===== config.mk =====
export PLATFORM = sky130hd
export DESIGN_NAME = ram_sp_arbiter
export DESIGN_NICKNAME = d
export VERILOG_FILES = /design/src/rtl/ram_sp_arbiter.sv
export SDC_FILE = /design/constraint.sdc
export NUM_CORES = 1
export LEC_CHECK = 0
export CORE_AREA = 10 10 67 69
export CTS_BUF_LIST = sky130_fd_sc_hd__clkbuf_4 sky130_fd_sc_hd__clkbuf_8
export CTS_CLUSTER_DIAMETER = 40
export CTS_CLUSTER_SIZE = 30
export DETAILED_ROUTE_END_ITERATION = 16
export DIE_AREA = 0 0 77 79
export GPL_TIMING_DRIVEN = 0
export PLACE_DENSITY = 0.79
export RECOVER_POWER = 100
export SYNTH_ARGS = -nofsm -noshare
export SYNTH_HDL_FRONTEND = slang
export SYNTH_SLANG_ARGS = --single-unit

===== constraint.sdc =====
create_clock -name clk -period 1.6 [get_ports clk]
set_input_delay 0.32 -clock clk [delete_from_list [all_inputs] [get_ports clk]]
set_output_delay 0.32 -clock clk [all_outputs]
set_load 0.1 [all_outputs]

===== src/rtl/ram_sp_arbiter.sv =====
// ram_sp_arbiter: shares one single-port async-read RAM between two requesters.
// After reset it sweeps INIT_VALUE into every location. It then grants one access
// per cycle, round-robin between port 0 and port 1.
module ram_sp_arbiter #(
  parameter int                    DATA_WIDTH = 8,
  parameter int                    ADDR_WIDTH = 4,
  parameter logic [DATA_WIDTH-1:0] INIT_VALUE = '0
) (
  input  logic                  clk,
  input  logic                  reset,
  input  logic                  req0,
  input  logic                  we0,
  input  logic [ADDR_WIDTH-1:0] addr0,
  input  logic [DATA_WIDTH-1:0] wdata0,
  input  logic                  req1,
  input  logic                  we1,
  input  logic [ADDR_WIDTH-1:0] addr1,
  input  logic [DATA_WIDTH-1:0] wdata1,
  output logic                  gnt0,
  output logic                  gnt1,
  output logic                  rvalid0,
  output logic                  rvalid1,
  output logic [DATA_WIDTH-1:0] rdata0,
  output logic [DATA_WIDTH-1:0] rdata1,
  output logic                  busy,
  output logic [ADDR_WIDTH-1:0] mem_address,
  output logic [DATA_WIDTH-1:0] mem_data_in,
  output logic                  mem_write_en,
  input  logic [DATA_WIDTH-1:0] mem_data_out
);

  typedef enum logic {
    ST_INIT,
    ST_SERVE
  } state_t;

  state_t                state;
  logic [ADDR_WIDTH-1:0] init_ptr;
  logic                  prio;  // port favoured when both request (0 or 1)
  logic                  rd_gnt0;
  logic                  rd_gnt1;

  // Grant decision: single requester wins outright, contention goes to prio.
  always_comb begin
    // NOTE: every combinational output gets a default first so no path leaves it
    // unassigned; otherwise synthesis infers a latch to hold the old value.
    gnt0 = 1'b0;
    gnt1 = 1'b0;
    if (state == ST_SERVE) begin
      if (req0 && req1) begin
        gnt0 = ~prio;
        gnt1 = prio;
      end else begin
        gnt0 = req0;
        gnt1 = req1;
      end
    end
  end

  // RAM port mux: the INIT sweep, the granted port, or all-zero when idle.
  always_comb begin
    mem_address  = '0;
    mem_data_in  = '0;
    mem_write_en = 1'b0;
    if (state == ST_INIT) begin
      mem_write_en = 1'b1;
      mem_address  = init_ptr;
      mem_data_in  = INIT_VALUE;
    end else if (gnt0) begin
      mem_write_en = we0;
      mem_address  = addr0;
      mem_data_in  = wdata0;
    end else if (gnt1) begin
      mem_write_en = we1;
      mem_address  = addr1;
      mem_data_in  = wdata1;
    end
  end

  assign rd_gnt0 = gnt0 & ~we0;
  assign rd_gnt1 = gnt1 & ~we1;
  assign busy    = (state == ST_INIT);

  // Sequencer: INIT sweep, round-robin priority and registered read returns.
  always_ff @(posedge clk) begin
    // NOTE: state registers use non-blocking assignments so every flop samples
    // the pre-edge values, independent of statement order within the block.
    if (reset) begin
      state    <= ST_INIT;
      init_ptr <= '0;
      prio     <= 1'b0;
      rvalid0  <= 1'b0;
      rvalid1  <= 1'b0;
      rdata0   <= '0;
      rdata1   <= '0;
    end else begin
      rvalid0 <= rd_gnt0;
      rvalid1 <= rd_gnt1;
      if (rd_gnt0) rdata0 <= mem_data_out;
      if (rd_gnt1) rdata1 <= mem_data_out;

      case (state)
        ST_INIT: begin
          init_ptr <= init_ptr + 1'b1;
          if (init_ptr == '1) state <= ST_SERVE;
        end
        ST_SERVE: begin
          // The port just served drops to the back of the queue.
          if (gnt0)      prio <= 1'b1;
          else if (gnt1) prio <= 1'b0;
        end
        default: state <= ST_INIT;
      endcase
    end
  end

endmodule

==> results of run 1 <==
==> cells in the final DEF (no fill, tap or decap), drive strengths merged <==
cell and instances:
a211o 1, a211oi 1, a21oi 2, a221o 5, a22o 8, a22oi 1, buf 32, clkbuf 10
clkdlybuf4s15 10, clkdlybuf4s18 6, clkdlybuf4s50 34, clkinvlp 1, dfxtp 24, dlygate4sd2 2, dlygate4sd3 1, ha 1
mux2i 17, nand2 2, nand2b 24, nand3 1, nand4b 1, nor2 8, nor2b 6, nor3 2
or3 1, xnor2 1, xor2 1
==> state kept, by name, indices dropped and copies added (netlist names) <==
register and count:
init_ptr 4, prio 1, rdata0 8, rdata1 8, rvalid0 1, rvalid1 1, state 1
==> worst max-delay path by stage <==
| stage | slack [ps] | end |
|---|---|---|
| after floorplan | -250 | mem_write_en |
| after global placement | -1390 | mem_address[1] |
| after detailed placement | -1430 | mem_data_in[5] |
| after CTS | -330 | mem_address[1] |
| after global routing | -400 | mem_address[1] |
| final | -340 | mem_address[1] |
==> timing repair <==
action,in CTS,in global routing
pin swaps,2,2
gates resized for setup,203,20
setup buffers,9,6
setup endpoints to repair,34,24
==> routing by layer <==
layer | GRT usage, % | up-vias | wire length [um]
met3 | 6.53 | 4 | 536
met2 | 26.9 | 71 | 2280
met4 | 2.92 | 0 | 44
li1 | - | 583 | -
met5 | 0 | - | 0
met1 | 15.6 | 572 | 1880
==> kinds of logic (layout without fill, tap and decap cells) <==
| family | count (synthesis) | in the layout | share of synthesized area, % |
|---|---|---|---|
| AOI/OAI and AO/OA | 18 | 18 | 13.9 |
| buffers and inverters | 8 | 96 | 4.14 |
| adders and majority gates | 1 | 1 | 1.09 |
| muxes | 17 | 17 | 14.8 |
| DFF | 24 | 24 | 41.8 |
| and+or+nand+nor | 45 | 45 | 22.7 |
| xor gates and xnor gates | 2 | 2 | 1.53 |
==> cell type report <==
class	count	area share, %
buffer	7	2.63
inverter	1	0.316
timing repair buffer	85	41.2
tap	46	2.42
sequential	24	20.4
clock buffer	3	0.947
multi-input combinational	83	32.1
==> cell usage after synthesis <==
cell type | n | area (um2)
a22o_1 | 8 | 70.1
a21oi_1 | 2 | 10.0
nor2b_1 | 5 | 31.3
a211o_2 | 1 | 10.0
a211oi_2 | 1 | 12.5
nand4b_1 | 1 | 8.76
dfxtp_1 | 24 | 480
nand2b_1 | 24 | 150
buf_2 | 2 | 10.0
clkbuf_1 | 3 | 11.3
mux2i_1 | 17 | 170
nor3_1 | 2 | 10.0
xnor2_1 | 1 | 8.76
nand2_1 | 1 | 3.75
xor2_1 | 1 | 8.76
buf_6 | 2 | 22.5
ha_1 | 1 | 12.5
nor2b_2 | 1 | 8.76
or3_1 | 1 | 6.26
a22oi_1 | 1 | 7.51
inv_1 | 1 | 3.75
a221o_1 | 5 | 50.1
nor2_1 | 8 | 30.0
nand3_1 | 1 | 5.00
nand2_2 | 1 | 6.26
==> critical path, delay by kind of cell, from the launching register on <==
kind,cells,cell delay [ps]
buffers and inverters,3,450
AND/OR/NAND/NOR,2,120
AO/OA/AOI/OAI,1,370
flip-flops,1,360
==> power by group through the flow <==
stage | combinational [mW] | clock (mW) | sequential, mW
floorplan | 0.102 | 0 | 0.623
global placement | 0.221 | 0 | 0.623
detailed placement | 0.225 | 0 | 0.624
CTS | 0.244 | 0.262 | 0.609
global route | 0.268 | 0.289 | 0.611
finish | 0.253 | 0.248 | 0.609
==> results.ini, run 1 <==
[run_status]
status=finished, violations left
violations=setup timing

[yosys]
syn_area_um2=1150
ys_ff_latch=24
postSynthCellCount=115
ys_warn_count=0
yosys.cell_types.count=25
seq_area_frac_synth_pct=41.8
syn-num-nets=154
synth.avg_cell_area_um2=9.99

[floorplanning]
placeableCoreArea_um2=3230
die_x_um=77
start_util_pct=35.5
die_area_um2=6080
ios=72
die_h_um=79
rows=21

[worst_hold_path]
min_to=rdata1[0]
min_path_cells=2
hp-start=rdata1[0]
hold_class=reg -> reg

[job]
maxCapViolations=0

[placed_design]
placed_area_um2=2050
port_buffers=71
place_ws_ps=-1430
hpwl_mm=3.34
place.gp.congestion=0.753
place_inst=232

[timing]
tns_ps=-3990
tightest_slew_ps=723
max_freq_mhz=516
finalCritPeriodShare_pct=121
period_needed_ps=1940
worst_slack_ps=-339
clock_skew_ps=7.38
slew_headroom_pct=51.7
final_hold_viol_count=0
drv_slew=0
whs_ps=485
final-setup-viol-count=16
rsz0062_at_grt=true

[finish]
fillCellCount=243
drive_gt1_share_pct=38.9
multi_input_area_um2=763
syn_to_final_growth_pct=107
final_cell_area_um2=2380
final_util_pct=73.6
register_area_um2=485
antenna_cells=0
nets=244
layout.cells.non_filler=249

[clocking]
cts_max_level=1
clk_latency_ps=300
clock_path_buffers=2
hold_buffers=0
clock_tree.root_cell=clkbuf_4
cts_tree=done
clk_pin_slew_ps=120
cts-buffers-inserted=3
cts_sinks=24

[global_route]
grt_overflow=0
grt_pass1_vias=1326
grt_max_degree=13
antenna_found_initial=0
grt_pass1_wl_mm=7.31
grt_util_all_layers_pct=14.8

[setup_path]
critical_path_arrival_ps=1620
required_ps=1280
crit_type=reg -> out
critPathLaunch=state
r2r-end=rdata1[7]
crit_fanout=10
cp_cell_sequence=buf_6, nand2_4, nor2_4, buf_12, a221o_4, buf_12
r2r_slack_ps=40
max_stage_delay_ps=370
end_kind=primary output
critPathMostFrequentCell=buf_12
reg2reg_depth=6
critPathLaunchType=register
worstReg2RegStart=state
cpMaxStageDelayCell=a221o_4

[power]
pwr-share-clk_pct=22.4
pwr-share-comb_pct=22.8
peakVddDrop_mv=0.401
p_per_area_nw_per_um2=467
p_sw_mw=0.280
p_leak_nw=0.992
p_int_mw=0.830
power_mw=1.11
p_sw_share_pct=25.2
seq_power_share_pct=54.9

[route]
via_per_inst=4.94
vias=1230
ant_nets=0
routedWlPerCell_um=19.1
drtPass1Iterations=4
drt_iter0_drc=39
totalWireLength_mm=4.74
drcViolationCount=0

(Power assumes the default switching activity.)
==> run 2, diff against run 1 <==
- GPL_TIMING_DRIVEN: 0 -> not set
==> run 2 against run 1 <==
  * The run still ends with setup timing left
  * Combinational power is essentially flat
  * Sequential power is essentially flat
  * Routed wire length shrank 6.7%
  * Core utilization grew 5.8 points
  * Register-to-register slack gained 210 ps
  * Maximum frequency grew 4.6%
  * Power grew 17%
  * Critical path type unchanged
==> results.ini, run 2 (synthesis results as in run 1) <==
[timing]
slew_headroom_pct=80.4
max_freq_mhz=539
drv_slew=0
whs_ps=520
clock_skew_ps=13.3
tightest_slew_ps=293
worst_slack_ps=-255
finalCritPeriodShare_pct=116
final_hold_viol_count=0
final-setup-viol-count=16
period_needed_ps=1850
rsz0062_at_grt=true

[clocking]
cts_sinks=24
clk_latency_ps=320
clk_pin_slew_ps=130
clock_path_buffers=2
clock_tree.root_cell=clkbuf_4
cts_tree=done
cts_max_level=1
hold_buffers=0
cts-buffers-inserted=3

[route]
wl_met3_um=527
wl_met1_mm=1.85
vias=1190
totalWireLength_mm=4.43
ant_nets=0
wl_met2_mm=1.99
drtPass1Iterations=3
drt_iter0_drc=16
routedWlPerCell_um=17.9
drcViolationCount=0
via_per_inst=4.82
top_layer=met4

[power]
peakVddDrop_mv=0.471
p_per_area_nw_per_um2=505
p_leak_nw=1.07

[global_route]
grt_pass1_wl_mm=7.16
grt_util_all_layers_pct=14.5
grt_overflow=0
grt_max_degree=33
antenna_found_initial=0
grt_pass1_vias=1302

[finish]
final_common_cell=buf_12
reg_top3=rdata0: 8 flops, rdata1: 8 flops, init_ptr: 4 flops
layout_common_cells=buf_12 (36), clkdlybuf4s50_1 (35), nand2b_1 (24), dfxtp_1 (22), mux2i_1 (17)
antenna_cells=0
syn_to_final_growth_pct=123
nets=241
drive_gt1_share_pct=39.3

[placed_design]
port_buffers=71
place_ws_ps=-424
place.gp.congestion=0.755
hpwl_mm=3.81

[floorplanning]
rows=21
die_area_um2=6080
placeableCoreArea_um2=3230
die_h_um=79
die_x_um=77
start_util_pct=35.5
ios=72

[worst_hold_path]
hold_class=reg -> reg

[job]
maxCapViolations=0

[setup_path]
crit_type=reg -> out
end_kind=primary output
crit_fanout=8
critical_path_arrival_ps=1530
critPathLaunchType=register
required_ps=1280

[run_status]
violations=setup timing
status=finished, violations left

-- run 2: critical path, cell delays in order, from the launching register on --
cell	delay (ps)
dfxtp_4	400
nand2_4	60
a21oi_4	260
buf_12	180
a22o_4	140
buf_12	160
-- run 2: layer usage --
metal | up-vias | global-route usage, %
met3 | 5 | 7.32
met2 | 70 | 24.5
met1 | 532 | 15.9
li1 | 583 | -
met5 | - | 0
met4 | 0 | 4.01
-- run 2: repair_timing --
action                                  CTS  global route
endpoints found under the setup margin   16            16
cloned                                    0             0
setup buffers                             1             0
pin swaps                                12             4
gates resized for setup                   7             2
-- run 2: area by class of cell --
class	count	area [um2]
timing repair buffer	89	1210
multi-input combinational	83	748
fill	200	668
sequential	24	485
tap	46	57.6
clock inverter	1	30.0
clock buffer	3	22.5
inverter	1	7.51
-- run 2: final timing paths --
kind,start,end,slack (ps),cells after the start
worst min-delay path,rdata1[1],rdata1[1],520,2
worst max-delay path,state,mem_data_in[6],-250,5
worst max register to register,state,rdata1[4],250,5
worst min register to register,rdata1[1],rdata1[1],520,2
-- run 2: metrics by stage --
stage	utilization, %	area [um2]	setup TNS [ps]	total power, mW	cells
2_1_floorplan	-	1290	-287	0.724	115
3_3_place_gp	76.9	2490	-6860	0.867	243
3_5_place_dp	76.9	2490	-7340	0.878	243
4_1_cts	79.1	2560	-3420	1.31	247
5_1_grt	79.3	2560	-4450	1.36	247
6_report	79.3	2560	-3250	1.29	247
-- run 2: power breakdown --
part           switching (mW)  total [mW]  leakage [nW]  internal [mW]
Combinational           0.110       0.252         0.845          0.142
Clock                   0.179       0.432        0.0279          0.254
Sequential            0.00724       0.610         0.195          0.602
